<file path="config.mk">
export PLATFORM = sky130hd
export DESIGN_NAME = bin_to_bcd
export DESIGN_NICKNAME = d
export VERILOG_FILES = /design/src/rtl/bin_to_bcd.sv
export SDC_FILE = /design/constraint.sdc
export NUM_CORES = 1
export LEC_CHECK = 0
export CAP_MARGIN = 40
export CORE_MARGIN = 10
export CORE_UTILIZATION = 53
export DETAILED_ROUTE_END_ITERATION = 8
export PLACE_DENSITY = 0.79
export SETUP_SLACK_MARGIN = 0.5
export SLEW_MARGIN = 10
export SYNTH_ARGS = -nofsm -noshare
export SYNTH_HDL_FRONTEND = slang
export SYNTH_SLANG_ARGS = --single-unit
</file>
<file path="constraint.sdc">
create_clock -name clk -period 2.2 [get_ports clk]
set_input_delay 0.22 -clock clk [delete_from_list [all_inputs] [get_ports clk]]
set_output_delay 0.22 -clock clk [all_outputs]
set_load 0.005 [all_outputs]
</file>
<file path="src/rtl/bin_to_bcd.sv">
// bin_to_bcd: sequential binary-to-packed-BCD converter (shift-and-add-3),
// one input bit per clock, start/busy/done handshake.
// Optional build macro BIN_TO_BCD_SATURATE_EN: values above 10^DIGITS-1
// produce all-nines with ovf=1 instead of wrapping modulo 10^DIGITS.
module bin_to_bcd #(
   parameter int BIN_W  = 17,
   parameter int DIGITS = 5
) (
   input  logic                  clk,
   input  logic                  reset,
   input  logic                  start,
   input  logic [BIN_W-1:0]      bin,
   output logic [4*DIGITS-1:0]   bcd,
   output logic                  busy,
   output logic                  done,
   output logic                  ovf
);

   localparam int ACC_W = 4 * DIGITS;
   localparam int CNT_W = (BIN_W > 1) ? $clog2(BIN_W) : 1;
   localparam logic [CNT_W-1:0] CNT_LAST = CNT_W'(BIN_W - 1);

   typedef enum logic {IDLE, SHIFT} state_t;

   state_t             state;
   logic [BIN_W-1:0]   sh;
   logic [ACC_W-1:0]   acc;
   logic [CNT_W-1:0]   cnt;
   logic [ACC_W-1:0]   acc_adj;
   logic [ACC_W-1:0]   acc_next;
   logic [BIN_W-1:0]   sh_next;
   logic               sat;

   // Every digit >= 5 gets +3 so that the following doubling carries
   // correctly into the next decimal digit.
   function automatic logic [ACC_W-1:0] add3(input logic [ACC_W-1:0] a);
      logic [ACC_W-1:0] r;
      r = a;
      for (int i = 0; i < DIGITS; i++) begin
         if (a[4*i +: 4] >= 4'd5)
            r[4*i +: 4] = a[4*i +: 4] + 4'd3;
      end
      return r;
   endfunction

`ifdef BIN_TO_BCD_SATURATE_EN
   // Largest value representable in DIGITS decimal digits.
   function automatic logic [63:0] max_dec(input int d);
      logic [63:0] p;
      p = 64'd1;
      for (int i = 0; i < d; i++)
         p = p * 64'd10;
      return p - 64'd1;
   endfunction

   localparam logic [63:0] MAX_VAL = max_dec(DIGITS);
`endif

   // Digit correction then one-bit left shift of {acc, sh}; top bit of acc is dropped.
   always_comb begin
      acc_adj             = add3(acc);
      {acc_next, sh_next} = {acc_adj, sh} << 1;
   end

   // Datapath registers: operand capture on accept, shift while converting.
   always_ff @(posedge clk) begin
      if (state == IDLE) begin
         if (start) begin
            sh  <= bin;
            acc <= '0;
`ifdef BIN_TO_BCD_SATURATE_EN
            sat <= ({{(64-BIN_W){1'b0}}, bin} > MAX_VAL);
`else
            sat <= 1'b0;
`endif
         end
      end else begin
         sh  <= sh_next;
         acc <= acc_next;
      end
   end

   // Control FSM with registered handshake and result outputs.
   always_ff @(posedge clk) begin
      if (reset) begin
         state <= IDLE;
         cnt   <= '0;
         busy  <= 1'b0;
         done  <= 1'b0;
         ovf   <= 1'b0;
         bcd   <= '0;
      end else begin
         done <= 1'b0;
         case (state)
            IDLE: begin
               if (start) begin
                  state <= SHIFT;
                  cnt   <= '0;
                  busy  <= 1'b1;
               end
            end
            SHIFT: begin
               cnt <= cnt + CNT_W'(1);
               if (cnt == CNT_LAST) begin
                  state <= IDLE;
                  busy  <= 1'b0;
                  done  <= 1'b1;
`ifdef BIN_TO_BCD_SATURATE_EN
                  bcd   <= sat ? {DIGITS{4'h9}} : acc_next;
                  ovf   <= sat;
`else
                  bcd   <= acc_next;
                  ovf   <= sat;
`endif
               end
            end
            default: state <= IDLE;
         endcase
      end
   end

endmodule
</file>
==> flow_summary.toml, run 1 <==
[power_and_ir_drop]
switching_power_uw = 668
pwr-share-clk_pct = 34.2
swShare_pct = 24.6
power_density_mw_per_mm2 = 770
p_leak_uw = 0.00133
comb_power_share_pct = 12.7
p_int_uw = 2040
power_frac_seq_pct = 53.1
p_total_uw = 2710
peakVddDrop_v = 0.000472

[critical_path]
crit_chain = "ha_1 -> nand2b_1 -> a21oi_2 -> mux2i_1 -> and2_1"
worst_path_largest_cell_delay_ps = 450
cp.arrival_ps = 1840
start_kind = "flip-flop"
cpLargestDelayFamily = "flip-flops"
slowest_stage = "edfxtp_1"
critPathRequiredTime_ps = 2410
end_kind = "flip-flop"
cp_num_buf_inv = 0
crit_fanout = 4
worst-setup-path-type = "flip-flop to flip-flop"

[timing]
slew_viol_final = 0
fmax_ghz = 0.614
fin_crit_ps = 1630
rsz0062_at_grt = "true"
finalCritPeriodShare_pct = 74.0
worst_clock_skew_ps = 9.92
tns_ps = 0
final-setup-viol-count = 0
hold_violations = 0

[clocking]
post_cts_resized = 0
clockBufferDepth = 2
clock_sinks = 65
clk_pin_slew_worst_paths_ps = 70
cts_setup_buffers = 0
clock_latency_ps = 340
htreeDepth = 3
cts_tree = "yes"
hold_buffers = 0
cts_root_buf = "clkbuf_8"
numCtsBuffers = 9

[cells_and_area]
seqCellArea_mm2 = 0.00166
drive_gt1_share_pct = 13.3
multiInputGateArea_mm2 = 0.00107
final_nets = 312
n_antenna_cell = 0
syn_to_final_growth_pct = 23.8
fillerInstances = 411

[yosys]
ys_warn_count = 0
synth_top_area_share_pct = 38.0
synth_edf_count = 36
netlist_instances = 233
synth_largest_area_cell = "edfxtp_1"
ys.flop_type = "edfxtp_1"
synthesis.nets = 265
async_flop_share_pct = 0
synthTopCellsByArea = "edfxtp_1, dfxtp_1, ha_1"
synth-seq-cells = 65
ys_types = 31
netlist_area_mm2 = 0.00284
syn_area_per_cell_um2 = 12.2
seq_area_frac_synth_pct = 58.4

[grt]
grt_use_met1_pct = 15.7
grt_max_degree = 39
busiest_layer = "met2"
grt_overflow = 0
grt_pass1_wl_um = 9380
grt_use_met2_pct = 20.1
antenna_found_initial = 0
use_met3_pct = 6.00
grt_usage_pct = 13.5
grt_pass1_vias = 1963

[place]
place.gp.congestion = 0.780
portBuffers = 41
hpwl_um = 3810

[route]
drtAntennaViolNets = 0
drt_iter0_markers = 85
vias = 1917
drt_pass1_iterations = 4
drt-vias-per-instance = 5.40
wl_per_cell_um = 15.5
drc = 0
drt-total-wl_um = 5520

[floorplan]
dieWidth_um = 93.3
die_h_um = 93.3
start_util_pct = 55.3
die_area_mm2 = 0.00870
fp.coreArea_mm2 = 0.00514
num_io_pins = 43
rows = 26

[flow_run]
maxCapViolCount = 0

[run_status]
outcome = "completed"

[worst_hold_path]
holdCritPathClass = "flip-flop to flip-flop"
## power groups by stage
| stage | clock network, uW | registers (uW) | logic (uW) |
|---|---|---|---|
| 2_1_floorplan | 0 | 1450 | 242 |
| 3_3_place_gp | 0 | 1460 | 328 |
| 3_5_place_dp | 0 | 1460 | 342 |
| 4_1_cts | 946 | 1440 | 342 |
| 5_1_grt | 999 | 1450 | 392 |
| 6_report | 928 | 1440 | 346 |
## logic make-up after synthesis
logic type      share of synthesized area [%]
compound gates                           15.6
xor+xnor                                 1.54
fa+ha+maj                                5.28
buf+inv                                  4.44
flops                                    58.4
mux                                      2.46
other cells                             0.132
simple gates                             12.1
## cells in the final DEF (no fill, tap or decap), types with 5 or more instances in the layout
cell type,count
ha_1,12
nor2_1,6
a22o_2,9
mux2i_1,7
a22o_1,16
nor3b_1,9
nor2b_1,11
a21oi_1,15
clkbuf_8,12
nand2b_1,7
and2_1,12
inv_1,12
clkdlybuf4s50_1,41
buf_4,6
edfxtp_1,36
o2bb2ai_1,9
o21ai_0,6
xnor2_1,5
dfxtp_1,29
## final cells by class
| type | count | area share [%] |
|---|---|---|
| Clock buffer | 13 | 4.80 |
| Clock inverter | 3 | 0.426 |
| Inverter | 14 | 1.74 |
| Multi-Input combinational cell | 143 | 30.4 |
| Sequential cell | 65 | 47.2 |
| Tap cell | 70 | 2.49 |
| Timing Repair Buffer | 47 | 12.9 |
## cells in the mapped netlist (all sizes together) (5+ instances only)
| library cell | count |
|---|---|
| o21ai | 6 |
| nand2b | 7 |
| a22o | 25 |
| and2 | 12 |
| o2bb2ai | 9 |
| nor2b | 11 |
| buf | 8 |
| nor3b | 9 |
| dfxtp | 29 |
| xnor2 | 5 |
| ha | 12 |
| edfxtp | 36 |
| mux2i | 7 |
| inv | 13 |
| nor2 | 6 |
| a21oi | 19 |
## routing by layer
metal | wire length, um | share of wire, %
met4 | 92 | 1.7
met1 | 2360 | 43
met2 | 2600 | 47
met5 | 0 | 0
met3 | 464 | 8.4
## sequential cells by signal, summed over array words and instances, names as in the netlist
register,flops
sh,17
state,1
done,1
bcd,20
busy,1
acc,20
cnt,5
## worst reg2reg max path, cell delays in order, from the launching register on
cell      delay, ps
edfxtp_1        450
ha_1            220
nand2b_1        170
a21oi_2         200
mux2i_1         290
and2_1          170
## through the flow
stage / util [%] / instance area [um^2] / cells / hold WS [ps] / setup WS [ps]
after floorplan: - / 2850 / 233 / 289 / 524
after global placement: 64.6 / 3320 / 339 / 448 / 435
after detailed placement: 64.6 / 3320 / 339 / 450 / 383
after CTS: 68.2 / 3510 / 355 / 465 / 511
after global routing: 68.5 / 3520 / 355 / 477 / 449
final: 68.5 / 3520 / 355 / 464 / 572
## worst paths after layout
check | start | to | slack [ps] | cells past startpoint
worst max register to register | acc[8] | acc[10] | 570 | 5
worst min-delay path | bcd[15] | bcd[15] | 460 | 1
worst max-delay path | acc[8] | acc[10] | 570 | 5
worst min register to register | bcd[15] | bcd[15] | 460 | 1
No activity file was read; power rests on OpenSTA's default activity.
==> run 2, diff against run 1 <==
--- a/config.mk
+++ b/config.mk
@@ -7,9 +7,9 @@
 export LEC_CHECK = 0
 export CAP_MARGIN = 40
 export CORE_MARGIN = 10
-export CORE_UTILIZATION = 53
+export CORE_UTILIZATION = 48
 export DETAILED_ROUTE_END_ITERATION = 8
-export PLACE_DENSITY = 0.79
+export PLACE_DENSITY = 0.76
 export SETUP_SLACK_MARGIN = 0.5
 export SLEW_MARGIN = 10
 export SYNTH_ARGS = -nofsm -noshare
==> constraint.sdc (replaced) <==
create_clock -name clk -period 1.4 [get_ports clk]
set_input_delay 0.14 -clock clk [delete_from_list [all_inputs] [get_ports clk]]
set_output_delay 0.14 -clock clk [all_outputs]
set_load 0.005 [all_outputs]
==> flow_summary.toml, run 2 (same netlist as run 1, synthesis figures left out) <==
[route]
vias = 2576
drt_pass1_iterations = 5
drt_iter0_markers = 129
wl_per_cell_um = 25.0
drt-vias-per-instance = 5.79
drc = 0
drtAntennaViolNets = 0
drt-total-wl_um = 11100

[timing]
final-setup-viol-count = 38
slew_viol_final = 0
fmax_ghz = 0.592
finalCritPeriodShare_pct = 121
worst_clock_skew_ps = 10.8
rsz0062_at_grt = "true"
hold_violations = 0
fin_crit_ps = 1690
postLayoutSetupSlackWorst_ps = -288
tns_ps = -5350

[clocking]
clockBufferDepth = 2
cts_tree = "yes"
htreeDepth = 3
cts_root_buf = "clkbuf_8"
clock_sinks = 65
numCtsBuffers = 9
clock_latency_ps = 360
clk_pin_slew_worst_paths_ps = 70

[power_and_ir_drop]
p_int_uw = 3900
p_total_uw = 5520
swShare_pct = 29.3
comb_power_share_pct = 27.7
power_density_mw_per_mm2 = 1050
p_leak_uw = 0.00213
switching_power_uw = 1620
peakVddDrop_v = 0.00101
pwr-share-clk_pct = 30.1
power_frac_seq_pct = 42.2

[cells_and_area]
final_common_cell = "buf_4"
n_antenna_cell = 0
reg_top3 = "acc: 20 flops, bcd: 20 flops, sh: 17 flops"
final_area_mm2 = 0.00526
fin_util_pct = 93.2
final_cell_mix = "buf_4, buf_6, edfxtp_1"
drive_gt1_share_pct = 68.6
syn_to_final_growth_pct = 84.8
final_nets = 400

[run_status]
violations = "negative setup slack"
outcome = "finished with violations"

[floorplan]
die_area_mm2 = 0.00940
rows = 27
die_h_um = 97.0
dieWidth_um = 97.0
start_util_pct = 50.4
fp.coreArea_mm2 = 0.00564
num_io_pins = 43

[worst_hold_path]
holdCritPathClass = "input port to flip-flop"

[critical_path]
end_kind = "flip-flop"
crit_chain = "ha_4 -> nand2b_4 -> a21oi_4 -> mux2i_2 -> and2_1"
worst_path_largest_cell_delay_ps = 520
cp.arrival_ps = 1910
crit_fanout = 4
start_kind = "flip-flop"
worst-setup-path-type = "flip-flop to flip-flop"
slowest_stage = "edfxtp_1"
critPathRequiredTime_ps = 1630

[place]
place.gp.congestion = 0.781
hpwl_um = 4010
postPlaceCellArea_mm2 = 0.00366
dpl_worst_slack_ps = -113
portBuffers = 41

[grt]
antenna_found_initial = 0
grt_usage_pct = 16.9
grt_max_degree = 22
grt_pass1_vias = 2513
grt_overflow = 0
grt_pass1_wl_um = 13000

[flow_run]
maxCapViolCount = 0
-- run 2: power groups by stage --
stage / clock network, uW / logic (uW) / registers (uW)
after floorplan: 0 / 474 / 2290
after global placement: 0 / 709 / 2310
after detailed placement: 0 / 738 / 2310
after CTS: 1620 / 1090 / 2280
after global routing: 1730 / 1600 / 2340
final: 1660 / 1530 / 2330
-- run 2: worst max-delay path, delay by kind of cell, from the launching register on --
kind | cells | cell delay, ps
flops | 1 | 520
simple gates | 2 | 320
mux | 1 | 280
fa+ha+maj | 1 | 220
compound gates | 1 | 210
-- run 2: cell type report --
cell class,count,area [um^2]
multi-input cells,143,1650
repair buffers,135,1550
flip-flops and latches,65,1700
inverters,14,71.3
well taps,72,90.1
clock buffers,11,141
fillers,177,385
clock inverters,5,55.1
-- run 2: timing repair --
action | 4_1_cts | 5_1_grt
hold buffers | 0 | 0
setup buffers | 32 | 24
pin swaps | 17 | 33
endpoints found under the setup margin | 121 | 123
cloned | 9 | 5
gates resized for setup | 194 | 77
-- run 2: path summary, 6_finish.rpt --
kind	endpoint	slack, ps	cells past startpoint	startpoint
setup reg to reg	acc[2]	-290	5	acc[0]
hold / removal	sh[0]	460	3	bin[0]
setup / recovery	acc[2]	-290	5	acc[0]
hold reg to reg	bcd[4]	480	1	bcd[4]
-- run 2: routing by layer --
layer | vias to the layer above | GRT usage [%] | wire length, um
met1 | 1271 | 17.6 | 4160
met3 | 37 | 6.74 | 691
met2 | 138 | 29.4 | 5800
met4 | 0 | 6.99 | 451
met5 | - | 0 | 0
li1 | 1130 | - | -
-- run 2: stage by stage --
| step | hold slack, ps | instances |
|---|---|---|
| final | 460 | 445 |
| after global routing | 446 | 445 |
| after CTS | 409 | 416 |
| after detailed placement | 449 | 359 |
| after global placement | 445 | 358 |
| after floorplan | 202 | 233 |
==> run 3, diff against run 2 <==
--- a/config.mk
+++ b/config.mk
@@ -7,9 +7,9 @@
 export LEC_CHECK = 0
 export CAP_MARGIN = 40
 export CORE_MARGIN = 10
-export CORE_UTILIZATION = 48
+export CORE_UTILIZATION = 53
 export DETAILED_ROUTE_END_ITERATION = 8
-export PLACE_DENSITY = 0.76
+export PLACE_DENSITY = 0.79
 export SETUP_SLACK_MARGIN = 0.5
 export SLEW_MARGIN = 10
 export SYNTH_ARGS = -nofsm -noshare
==> constraint.sdc (replaced) <==
create_clock -name clk -period 1.9 [get_ports clk]
set_input_delay 0.19 -clock clk [delete_from_list [all_inputs] [get_ports clk]]
set_output_delay 0.19 -clock clk [all_outputs]
set_load 0.005 [all_outputs]
==> flow_summary.toml, run 3 (same netlist as run 1, synthesis figures left out) <==
[worst_hold_path]
holdPathEnd = "bcd[7]"
hp-start = "bcd[7]"
holdPathStages = 1
holdCritPathClass = "flip-flop to flip-flop"

[route]
drt-total-wl_um = 7190
drtAntennaViolNets = 0
wl_met3_um = 331
drt_pass1_iterations = 4
highest_layer = "met4"
drc = 0
met1_length_um = 2970
vias = 2078
wl_per_cell_um = 19.0
drt-vias-per-instance = 5.48
drt_iter0_markers = 99
route.met2.wl_um = 3800

[floorplan]
num_io_pins = 43
die_h_um = 93.3
die_area_mm2 = 0.00870
fp.coreArea_mm2 = 0.00514
dieWidth_um = 93.3
start_util_pct = 55.3
rows = 26

[critical_path]
critPathRequiredTime_ps = 2100
reg2reg_to = "acc[2]"
cp.arrival_ps = 1730
r2r_setup_slack_ps = 370
worstReg2RegStart = "acc[0]"
r2r_cells = 5
worst-setup-path-type = "flip-flop to flip-flop"
end_kind = "flip-flop"
crit_fanout = 3
start_kind = "flip-flop"

[grt]
antenna_found_initial = 0
grt_usage_pct = 14.2
grt_max_degree = 39
grt_pass1_wl_um = 9860
grt_pass1_vias = 2054
grt_overflow = 0

[power_and_ir_drop]
p_leak_uw = 0.00175
peakVddDrop_v = 0.000495
power_density_mw_per_mm2 = 832

[clocking]
htreeDepth = 3
hold_buffers = 0
cts_tree = "yes"
clock_sinks = 65
clk_pin_slew_worst_paths_ps = 80
clockBufferDepth = 2
clock_latency_ps = 330
numCtsBuffers = 9
cts_root_buf = "clkbuf_8"

[place]
portBuffers = 41
hpwl_um = 4030
postPlaceCellArea_mm2 = 0.00346
place.gp.congestion = 0.748

[timing]
hold_violations = 0
fmax_ghz = 0.652
tns_ps = 0
final-setup-viol-count = 0
finalCritPeriodShare_pct = 80.7
fin_crit_ps = 1530
slew_viol_final = 0
rsz0062_at_grt = "true"
worst_clock_skew_ps = 11.1

[run_status]
outcome = "completed"

[cells_and_area]
n_antenna_cell = 0
final_cell_mix = "edfxtp_1, clkdlybuf4s50_1, dfxtp_1, buf_4, a22o_1"
fillerInstances = 304
final_area_mm2 = 0.00419
final_common_cell = "edfxtp_1"
multiInputGateArea_mm2 = 0.00146
syn_to_final_growth_pct = 47.2
final_nets = 336
reg_top3 = "acc: 20 flops, bcd: 20 flops, sh: 17 flops"
drive_gt1_share_pct = 40.8
seqCellArea_mm2 = 0.00167

[flow_run]
maxCapViolCount = 0
run 3: changes by cell type in the layout (fill, tap and decap cells not counted), sizes merged:
cell / delta
buf: -81
clkdlybuf4s50: +11
dlymetal6s2s: +9
clkbuf: -2
clkinvlp: -2
dlygate4sd2: +2
bufbuf: -1
bufinv: -1
clkinv: +1
run 3: worst max-delay path, stage by stage (launching register included):
cell      delay [ps]
edfxtp_1         460
ha_2             200
nand2b_4         140
a21oi_4          160
mux2i_2          280
and2_1           170
run 3: timing repair:
| item | in CTS | in global routing |
|---|---|---|
| pin swaps | 7 | 17 |
| gates cloned | 1 | 1 |
| buffers inserted | 9 | 11 |
| gates resized for setup | 25 | 65 |
| endpoints found under the setup margin | 32 | 58 |
run 3: cell type report:
cell class / instances / share of cell area, %
timing repair buffer: 71 / 17.3
sequential: 65 / 40.0
inverter: 14 / 1.46
tap: 70 / 2.09
clock buffer: 13 / 4.06
multi-input combinational: 143 / 34.8
clock inverter: 3 / 0.359
run 3: metal layers:
layer	track usage (%)	vias up
met5	0	-
met4	5.40	0
met3	4.40	13
met2	24.9	53
met1	15.8	1023
li1	-	989
run 3: per-stage QoR:
| stage | power [uW] | utilization [%] | setup slack, ps | std cells | hold slack, ps |
|---|---|---|---|---|---|
| finish | 3490 | 81.5 | 366 | 379 | 472 |
| global route | 3610 | 81.5 | 293 | 379 | 483 |
| CTS | 3300 | 73.7 | 417 | 367 | 468 |
| detailed placement | 2170 | 67.3 | 257 | 341 | 452 |
| global placement | 2140 | 67.3 | 335 | 341 | 446 |
| floorplan | 2020 | - | 393 | 233 | 255 |
run 3: how the worst max path moves through the flow:
stage / start / endpoint / cells past startpoint
detailed placement: start / sh[15] / 4
global route: acc[0] / acc[2] / 5
floorplan: state / cnt[2] / 4
finish: acc[0] / acc[2] / 5
global placement: start / sh[4] / 4
CTS: acc[12] / acc[14] / 6
run 3: power by group:
part	internal (uW)	total (uW)	leakage (uW)	switching, uW
Sequential	1600	1700	0.000622	92.3
Combinational	358	687	0.00103	329
Clock	584	1100	0.0000983	518
Total	2550	3490	0.00175	940
